[config.mk]
export PLATFORM = sky130hd
export DESIGN_NAME = mux_arbiter_flat
export DESIGN_NICKNAME = d
export VERILOG_FILES = /design/src/rtl/mux_arbiter_if.sv /design/src/rtl/mux_arbiter.sv /design/src/flat_wrapper.sv
export SDC_FILE = /design/constraint.sdc
export NUM_CORES = 1
export LEC_CHECK = 0
export ABC_AREA = 0
export CAP_MARGIN = 10
export CORE_MARGIN = 4
export CORE_UTILIZATION = 37
export DETAILED_ROUTE_END_ITERATION = 10
export GPL_TIMING_DRIVEN = 0
export PLACE_DENSITY = 0.87
export SKIP_CTS_REPAIR_TIMING = 1
export SYNTH_ARGS = -nofsm -noshare
export SYNTH_HDL_FRONTEND = slang
export SYNTH_SLANG_ARGS = --single-unit
export TNS_END_PERCENT = 20
[constraint.sdc]
create_clock -name clk -period 1.6 [get_ports clk]
set_input_delay 0.24 -clock clk [delete_from_list [all_inputs] [get_ports clk]]
set_output_delay 0.24 -clock clk [all_outputs]
set_load 0.005 [all_outputs]
[src/rtl/mux_arbiter_if.sv]
`default_nettype none
// ============================================================================
// Module   : mux_arbiter_if
// Brief    : Requester/consumer bundle for the two-way round-robin mux arbiter.
// Revision : 1.0 - initial release
// ============================================================================
interface mux_arbiter_if #(
  parameter int WIDTH = 32
);
  logic             req_valid_a;
  logic [WIDTH-1:0] req_data_a;
  logic             req_ready_a;
  logic             req_valid_b;
  logic [WIDTH-1:0] req_data_b;
  logic             req_ready_b;
  logic             out_valid;
  logic [WIDTH-1:0] out_data;
  logic             out_src;
  logic             out_ready;
  logic             gnt_a;
  logic             gnt_b;

  // Arbiter side
  modport master (
    input  req_valid_a, req_data_a, req_valid_b, req_data_b, out_ready,
    output req_ready_a, req_ready_b, out_valid, out_data, out_src, gnt_a, gnt_b
  );

  // Producer/consumer side
  modport slave (
    output req_valid_a, req_data_a, req_valid_b, req_data_b, out_ready,
    input  req_ready_a, req_ready_b, out_valid, out_data, out_src, gnt_a, gnt_b
  );
endinterface
`default_nettype wire

[src/rtl/mux_arbiter.sv]
`default_nettype none
// ============================================================================
// Module   : mux_arbiter
// Brief    : Two-requester burst round-robin arbiter steering a shared data mux
//            into a single-entry output register. Define ARB_FIXED_PRIO_EN for
//            fixed priority to A (A unlimited, B still burst-limited).
// Revision : 1.0 - initial release
// ============================================================================
module mux_arbiter #(
  parameter int WIDTH     = 32,
  parameter int BURST_LEN = 4
) (
  input  wire logic     clk,
  input  wire logic     rst_n,
  mux_arbiter_if.master bus
);

  localparam int               CNT_W      = (BURST_LEN > 1) ? $clog2(BURST_LEN) : 1;
  localparam logic [CNT_W-1:0] C_CNT_LAST = CNT_W'(BURST_LEN - 1);
  localparam logic [CNT_W-1:0] C_CNT_ONE  = CNT_W'(1);
  localparam logic [1:0]       S_IDLE     = 2'd0;
  localparam logic [1:0]       S_OWN_A    = 2'd1;
  localparam logic [1:0]       S_OWN_B    = 2'd2;
  localparam logic             C_SRC_A    = 1'b1;
  localparam logic             C_SRC_B    = 1'b0;

  logic [1:0]       r_state;
  logic [1:0]       w_state_nxt;
  logic             r_last;
  logic             w_last_nxt;
  logic [CNT_W-1:0] r_cnt;
  logic [CNT_W-1:0] w_cnt_nxt;
  logic             r_out_valid;
  logic [WIDTH-1:0] r_out_data;
  logic             r_out_src;
  logic             w_space;
  logic             w_xfer_a;
  logic             w_xfer_b;
  logic             w_a_limited;
  logic             w_tie_to_a;

`ifdef ARB_FIXED_PRIO_EN
  assign w_a_limited = 1'b0;
  assign w_tie_to_a  = 1'b1;
`else
  assign w_a_limited = 1'b1;
  assign w_tie_to_a  = (r_last == C_SRC_B);
`endif

  assign w_space  = !r_out_valid | bus.out_ready;
  assign w_xfer_a = (r_state == S_OWN_A) & bus.req_valid_a & w_space;
  assign w_xfer_b = (r_state == S_OWN_B) & bus.req_valid_b & w_space;

  always_ff @(posedge clk or negedge rst_n) begin
    if (!rst_n) begin
      r_state <= S_IDLE;
      r_last  <= C_SRC_B;
      r_cnt   <= '0;
    end else begin
      r_state <= w_state_nxt;
      r_last  <= w_last_nxt;
      r_cnt   <= w_cnt_nxt;
    end
  end

  always_comb begin
    w_state_nxt = r_state;
    w_last_nxt  = r_last;
    w_cnt_nxt   = r_cnt;
    case (r_state)
      S_IDLE: begin
        w_cnt_nxt = '0;
        if (bus.req_valid_a && (!bus.req_valid_b || w_tie_to_a)) begin
          w_state_nxt = S_OWN_A;
          w_last_nxt  = C_SRC_A;
        end else if (bus.req_valid_b) begin
          w_state_nxt = S_OWN_B;
          w_last_nxt  = C_SRC_B;
        end
      end
      S_OWN_A: begin
        if (!bus.req_valid_a) begin
          w_cnt_nxt = '0;
          if (bus.req_valid_b) begin
            w_state_nxt = S_OWN_B;
            w_last_nxt  = C_SRC_B;
          end else begin
            w_state_nxt = S_IDLE;
          end
        end else if (w_space && w_a_limited) begin
          if (r_cnt != C_CNT_LAST) begin
            w_cnt_nxt = r_cnt + C_CNT_ONE;
          end else begin
            // Burst exhausted: hand over only if B is actually waiting
            w_cnt_nxt = '0;
            if (bus.req_valid_b) begin
              w_state_nxt = S_OWN_B;
              w_last_nxt  = C_SRC_B;
            end
          end
        end
      end
      S_OWN_B: begin
        if (!bus.req_valid_b) begin
          w_cnt_nxt = '0;
          if (bus.req_valid_a) begin
            w_state_nxt = S_OWN_A;
            w_last_nxt  = C_SRC_A;
          end else begin
            w_state_nxt = S_IDLE;
          end
        end else if (w_space) begin
          if (r_cnt != C_CNT_LAST) begin
            w_cnt_nxt = r_cnt + C_CNT_ONE;
          end else begin
            w_cnt_nxt = '0;
            if (bus.req_valid_a) begin
              w_state_nxt = S_OWN_A;
              w_last_nxt  = C_SRC_A;
            end
          end
        end
      end
      default: begin
        w_state_nxt = S_IDLE;
        w_cnt_nxt   = '0;
      end
    endcase
  end

  // A load takes precedence over a drain so a word can be replaced in place
  always_ff @(posedge clk or negedge rst_n) begin
    if (!rst_n) begin
      r_out_valid <= 1'b0;
      r_out_data  <= '0;
      r_out_src   <= 1'b0;
    end else if (w_xfer_a) begin
      r_out_valid <= 1'b1;
      r_out_data  <= bus.req_data_a;
      r_out_src   <= C_SRC_A;
    end else if (w_xfer_b) begin
      r_out_valid <= 1'b1;
      r_out_data  <= bus.req_data_b;
      r_out_src   <= C_SRC_B;
    end else if (bus.out_ready) begin
      r_out_valid <= 1'b0;
    end
  end

  always_comb begin
    bus.req_ready_a = (r_state == S_OWN_A) & w_space;
    bus.req_ready_b = (r_state == S_OWN_B) & w_space;
    bus.gnt_a       = (r_state == S_OWN_A);
    bus.gnt_b       = (r_state == S_OWN_B);
    bus.out_valid   = r_out_valid;
    bus.out_data    = r_out_data;
    bus.out_src     = r_out_src;
  end

endmodule
`default_nettype wire

[src/flat_wrapper.sv]
// flat-port wrapper written by rule: the top's interface ports become plain ports
module mux_arbiter_flat 
#(
  parameter int WIDTH     = 32,
  parameter int BURST_LEN = 4
)
  (clk, rst_n, bus_req_valid_a, bus_req_data_a, bus_req_valid_b, bus_req_data_b, bus_out_ready, bus_req_ready_a, bus_req_ready_b, bus_out_valid, bus_out_data, bus_out_src, bus_gnt_a, bus_gnt_b);
  mux_arbiter_if #(.WIDTH(WIDTH)) bus_i ();
  input  wire logic clk;
  input  wire logic rst_n;
  input wire logic [$bits(bus_i.req_valid_a)-1:0] bus_req_valid_a;
  input wire logic [$bits(bus_i.req_data_a)-1:0] bus_req_data_a;
  input wire logic [$bits(bus_i.req_valid_b)-1:0] bus_req_valid_b;
  input wire logic [$bits(bus_i.req_data_b)-1:0] bus_req_data_b;
  input wire logic [$bits(bus_i.out_ready)-1:0] bus_out_ready;
  output wire logic [$bits(bus_i.req_ready_a)-1:0] bus_req_ready_a;
  output wire logic [$bits(bus_i.req_ready_b)-1:0] bus_req_ready_b;
  output wire logic [$bits(bus_i.out_valid)-1:0] bus_out_valid;
  output wire logic [$bits(bus_i.out_data)-1:0] bus_out_data;
  output wire logic [$bits(bus_i.out_src)-1:0] bus_out_src;
  output wire logic [$bits(bus_i.gnt_a)-1:0] bus_gnt_a;
  output wire logic [$bits(bus_i.gnt_b)-1:0] bus_gnt_b;
  assign bus_i.req_valid_a = bus_req_valid_a;
  assign bus_i.req_data_a = bus_req_data_a;
  assign bus_i.req_valid_b = bus_req_valid_b;
  assign bus_i.req_data_b = bus_req_data_b;
  assign bus_i.out_ready = bus_out_ready;
  assign bus_req_ready_a = bus_i.req_ready_a;
  assign bus_req_ready_b = bus_i.req_ready_b;
  assign bus_out_valid = bus_i.out_valid;
  assign bus_out_data = bus_i.out_data;
  assign bus_out_src = bus_i.out_src;
  assign bus_gnt_a = bus_i.gnt_a;
  assign bus_gnt_b = bus_i.gnt_b;
  mux_arbiter #(.WIDTH(WIDTH), .BURST_LEN(BURST_LEN)) u_core (.clk(clk), .rst_n(rst_n), .bus(bus_i));
endmodule
==> metrics.txt, run 1 <==
Post-Syn Area per Cell 11.20 µm²; Initial Util between 30% and 40%; Max clock buf depth 2; sequential cell area between 900 and 1000 µm²; Top delay family on crit path flip-flops; synth cell count leaders dfrtp_1, nor2_1, a21oi_2, o22ai_2, nand2_1; Tot GR Track Use roughly 16%; H-tree depth 2; Num CTS Buffers 5; fin crit period about 1700 ps; cell mode on critical path buf_6; First-pass DRT Iterations 4; CP bufs+invs 3; maximum VDD drop approximately 700 µV; FP Rows 28; crit share post-route 103.7%; Area growth syn-to-layout 64.44%; layout cell share with drive strength beyond 1 a little under two fifths; via count approximately 2000; Max-cap violations 0; R2R cell count 8; CTS tree yes; Clock Sink Count 39; Mapped Nets ~280; worst skew pair latency a little under 300 ps; global-route wire length before repair 9570 µm; HP Class in -> async; CP Cell Sequence inv_2 -> ha_4 -> buf_6 -> a22oi_4 -> nor2_4 -> buf_6 -> nor2_1 -> a21oi_2; Mapped Area approximately 2300 µm²; EDFF count, synth 0; Post-Route Utilization a little over three fifths; initial antenna violation count 0; # fillers about 500; Worst Max-Slew Pin Slew slightly below 900 ps; top cells by area, synth dfrtp_1, o22ai_2, a21oi_2; Setup WS post-layout -58.73 ps; CP max stage cell dfrtp_2; top-area cell type share of the netlist area 43.33%; count of final max-slew check failures 0; ys flop type dfrtp_1; asr flop ratio synth 100.0%; Die X-Extent ~86 µm; Clock transition at path regs about 80 ps; top cell type by total area after synthesis dfrtp_1; Ant. Diodes 0; hpwl dp roughly 4400 µm; largest net degree at the start of global routing 40; CP max FO 10; GRT overflow 0; number of synthesized register bits 39; WL final around 6300 µm; number of vias per cell around 5; failing checks negative setup slack; io pins about 110; Yosys cell types 33; ANT nets after route 0; kind of critical path reg -> reg; status finished, violations left; Final Hold Fails 0; DIE HEIGHT 86.02 µm; sequential share of the synthesized area between 40% and 50%; Clock Skews between 2 and 3 ps; DRC violations left 0; CTS Root Cell clkbuf_8; FF-to-FF setup slack -60 ps; total chip power just over 0.006 W; Max Fclk approximately 600 MHz; Crit Reg-Reg Startpoint u_core.r_state[0]$_DFFE_PN0P_; worst path arrival time roughly 1800 ps; Worst Setup End Kind register; Setup-failing EPs final 23; Critical Path Max Stage Delay 460 ps; Slew headroom about two fifths; Pwr Density about 1600 nW/µm²; area of the die roughly 7400 µm²; CP Launch Type register; PortBufs roughly 110; Multi-input gate area 1232 µm²; wire per inst 15.76 µm; cell with the most instances after synthesis dfrtp_1; nets about 400; vias in the first global route about 2000; Synth Warn # 0; CP required 1750 ps; gp weighted congestion 0.8555; RSZ-0062 raised after global routing true; core area 5921 µm²; Pleak between 1 and 1.5 nW; initial detailed-routing violation count 75; Post-Syn Instances approximately 200; Fin Hold WS about 65 ps; reg2reg end u_core.bus.out_data[2]$_DFFE_PN0P_
## kinds of logic after synthesis
family                   count (synthesis)  synth area share [%]
adder cells (fa/ha/maj)                  5                 2.778
flip-flops                              39                 43.33
AO/OA/AOI/OAI                           81                 35.00
buffers and inverters                   18                 6.944
AND/OR/NAND/NOR                         58                 11.94
## placed cells by master, fill, tap and decap left out, types with 5 or more instances in the layout
cell / count
nor2_1: 22
nand2_1: 10
o22ai_2: 30
nor2_4: 6
a21oi_2: 30
clkdlybuf4s50_1: 100
buf_4: 12
clkbuf_8: 5
a21oi_1: 5
dfrtp_1: 38
nor2_2: 9
buf_6: 6
## worst register-to-register path: stages (launching register included)
cell,delay [ps]
dfrtp_2,460
inv_2,80
ha_4,180
buf_6,120
a22oi_4,250
nor2_4,100
buf_6,170
nor2_1,130
a21oi_2,40
## power by group
part           leakage, nW  switching [W]  total [W]  internal (W)
Combinational         1.00        0.00154    0.00361       0.00207
Clock               0.0412       0.000344   0.000649      0.000305
Sequential           0.438       0.000341    0.00180       0.00146
## per-layer routing
layer	global-route usage (%)	share of wire [%]	vias up
met3	3.842	7.9	7
met5	0	0	-
li1	-	-	966
met4	4.029	1.0	0
met2	27.40	50	81
met1	21.10	41	951
## stage by stage
stage	setup TNS (ps)	area, µm²	worst slack, ps	cells
after global routing	-3102	3704	-139.3	401
after CTS	-7575	3477	-601.1	389
after global placement	-33770	3397	-669.1	381
after floorplan	0	2252	30.63	201
final	-622.2	3704	-58.73	401
after detailed placement	-8216	3392	-332.7	381
## state kept, by name, indices dropped and copies added (netlist names)
name and cells:
u_core.r_last 1, u_core.r_state 2, u_core.bus.out_data 32, u_core.bus.out_valid 1
u_core.bus.out_src 1, u_core.r_cnt 2
## worst max path at each step
stage	start	slack (ps)	cells past startpoint	end
CTS	u_core.r_state[0]$_DFFE_PN0P_	-600	4	bus_req_ready_b
global placement	rst_n	-670	1	u_core.r_state[0]$_DFFE_PN0P_
finish	u_core.r_state[0]$_DFFE_PN0P_	-60	8	u_core.bus.out_data[2]$_DFFE_PN0P_
global route	u_core.r_state[0]$_DFFE_PN0P_	-140	8	u_core.bus.out_data[6]$_DFFE_PN0P_
detailed placement	bus_out_ready	-330	5	bus_req_ready_b
floorplan	u_core.r_state[0]$_DFFE_PN0P_	30	7	u_core.bus.out_data[0]$_DFFE_PN0P_
## area by class of cell
type / count / area share (%)
repair buffers: 117 / 31.05
flip-flops and latches: 39 / 26.39
well taps: 75 / 2.534
plain buffers: 14 / 4.054
inverters: 4 / 0.4054
multi-input cells: 144 / 33.28
clock inverters: 2 / 0.3378
clock buffers: 6 / 1.959
Note: power is estimated with default switching activity, not from simulation.
==> run 2: changes to the inputs <==
==> constraint.sdc (replaced) <==
create_clock -name clk -period 1.6 [get_ports clk]
set_input_delay 0.32 -clock clk [delete_from_list [all_inputs] [get_ports clk]]
set_output_delay 0.32 -clock clk [all_outputs]
set_load 0.005 [all_outputs]
==> run 2 against run 1 <==
  * The flow still finishes with violations (negative setup slack)
  * Clock-buffer cell count unchanged
  * Sequential power about the same
  * Register-to-register slack about the same
  * Largest cell class unchanged
  * Combinational power about the same
==> metrics.txt, run 2 (synthesis results as in run 1) <==
via count ~2000; area of the die 7399 µm²; io pins about 110; Post-Route Utilization a little over three fifths; ANT nets after route 0; vias in the first global route 1993; Tot GR Track Use around 16%; Die X-Extent approximately 86 µm; Setup WS post-layout -63.31 ps; status finished, violations left; initial antenna violation count 0; number of vias per cell 4.988; CP Launch Type register; worst skew pair latency 290 ps; core area ~5900 µm²; HP Class in -> async; crit share post-route 104.0%; Setup-failing EPs final 27; largest net degree at the start of global routing 40; CTS tree yes; DIE HEIGHT about 86 µm; FP Rows 28; Post-DP Area 3392 µm²; Max Fclk roughly 600 MHz; Area growth syn-to-layout 64.11%; CTS Root Cell clkbuf_8; Ant. Diodes 0; CP required roughly 1800 ps; Final Hold Fails 0; CP max FO 10; GRT overflow 0; RSZ-0062 raised after global routing true; Pwr Density ~1600 nW/µm²; commonest non-fill, non-tap cell in the layout clkdlybuf4s50_1; PortBufs 105; Initial Util approximately two fifths; First-pass DRT Iterations 4; initial detailed-routing violation count 67; failing checks negative setup slack; Max clock buf depth 2; gp weighted congestion ~0.86; kind of critical path reg -> reg; wire per inst approximately 16 µm; max FFs per register 32; post-route cell area roughly 3700 µm²; hpwl dp between 4000 and 5000 µm; Clock transition at path regs around 80 ps; DRC violations left 0; count of final max-slew check failures 0; Slew headroom 41.76%; WL final between 6000 and 7000 µm; layout cell share with drive strength beyond 1 between 30% and 40%; Clock Skews roughly 2.7 ps; global-route wire length before repair 9570 µm; fin crit period roughly 1700 ps; Pleak about 1.5 nW; H-tree depth 2; maximum VDD drop between 600 and 700 µV; Num CTS Buffers 5; worst path arrival time around 1800 ps; Clock Sink Count 39; Max-cap violations 0; most frequent cells in the layout clkdlybuf4s50_1, dfrtp_1, o22ai_2, a21oi_2, nor2_1; Worst Setup End Kind register; Final TNS setup -761.0 ps; nets 398; Worst Max-Slew Pin Slew just under 900 ps
==> run 2: cell types whose count changed in the layout (fill, tap and decap cells not counted) <==
cell,before,now
dlymetal6s2s_1,3,4
clkdlybuf4s50_1,100,98
==> run 2: power by group <==
group          total (W)  internal (W)  leakage [nW]  switching [W]
clock           0.000649      0.000305        0.0412       0.000344
sequential       0.00180       0.00146         0.438       0.000339
combinational    0.00360       0.00205          1.00        0.00155
==> run 2: worst max-delay path, cell delays in order (launching register included) <==
cell and delay [ps]:
dfrtp_1 420, buf_6 130, ha_4 170, buf_6 120, a22oi_4 250, nor2_4 100, buf_6 170, nor2_1 120
a21oi_2 40
==> run 2: layer usage <==
| layer | GRT usage [%] | part of all wire (%) |
|---|---|---|
| met4 | 4.029 | 0.99 |
| met1 | 21.10 | 41 |
| met3 | 3.842 | 7.6 |
| met2 | 27.40 | 50 |
| met5 | 0 | 0 |
==> run 2: path summary, 6_finish.rpt <==
kind                                                     start                             endpoint  slack [ps]  cells after the start
setup / recovery                 u_core.r_state[1]$_DFFE_PN0P_   u_core.bus.out_data[2]$_DFFE_PN0P_         -60                      8
hold / removal                                           rst_n  u_core.bus.out_data[10]$_DFFE_PN0P_         140                      1
setup reg to reg                 u_core.r_state[1]$_DFFE_PN0P_   u_core.bus.out_data[2]$_DFFE_PN0P_         -60                      8
hold reg to reg            u_core.bus.out_data[27]$_DFFE_PN0P_  u_core.bus.out_data[27]$_DFFE_PN0P_         520                      2
max in group asynchronous                                rst_n        u_core.r_state[0]$_DFFE_PN0P_         850                      1
min in group clk                                 bus_out_ready       u_core.bus.out_src$_DFFE_PN0P_         440                      3
==> run 2: per-stage QoR <==
stage	instances	setup slack (ps)	hold WS (ps)	power, W
after floorplan	201	30.63	24.41	0.003494
after global placement	381	-749.1	498.5	0.004879
after detailed placement	381	-492.7	489.6	0.004975
after CTS	389	-681.1	174.1	0.005633
after global routing	400	-129.9	218.5	0.006491
final	400	-63.31	144.4	0.006049
==> run 2: final cells by class <==
class,instances,area [µm²]
inverters,4,15.01
clock inverters,2,12.51
fillers,495,2225
repair buffers,116,1142
flip-flops and latches,39,977.2
well taps,75,93.84
clock buffers,6,72.57
multi-input cells,144,1232
plain buffers,14,150.1
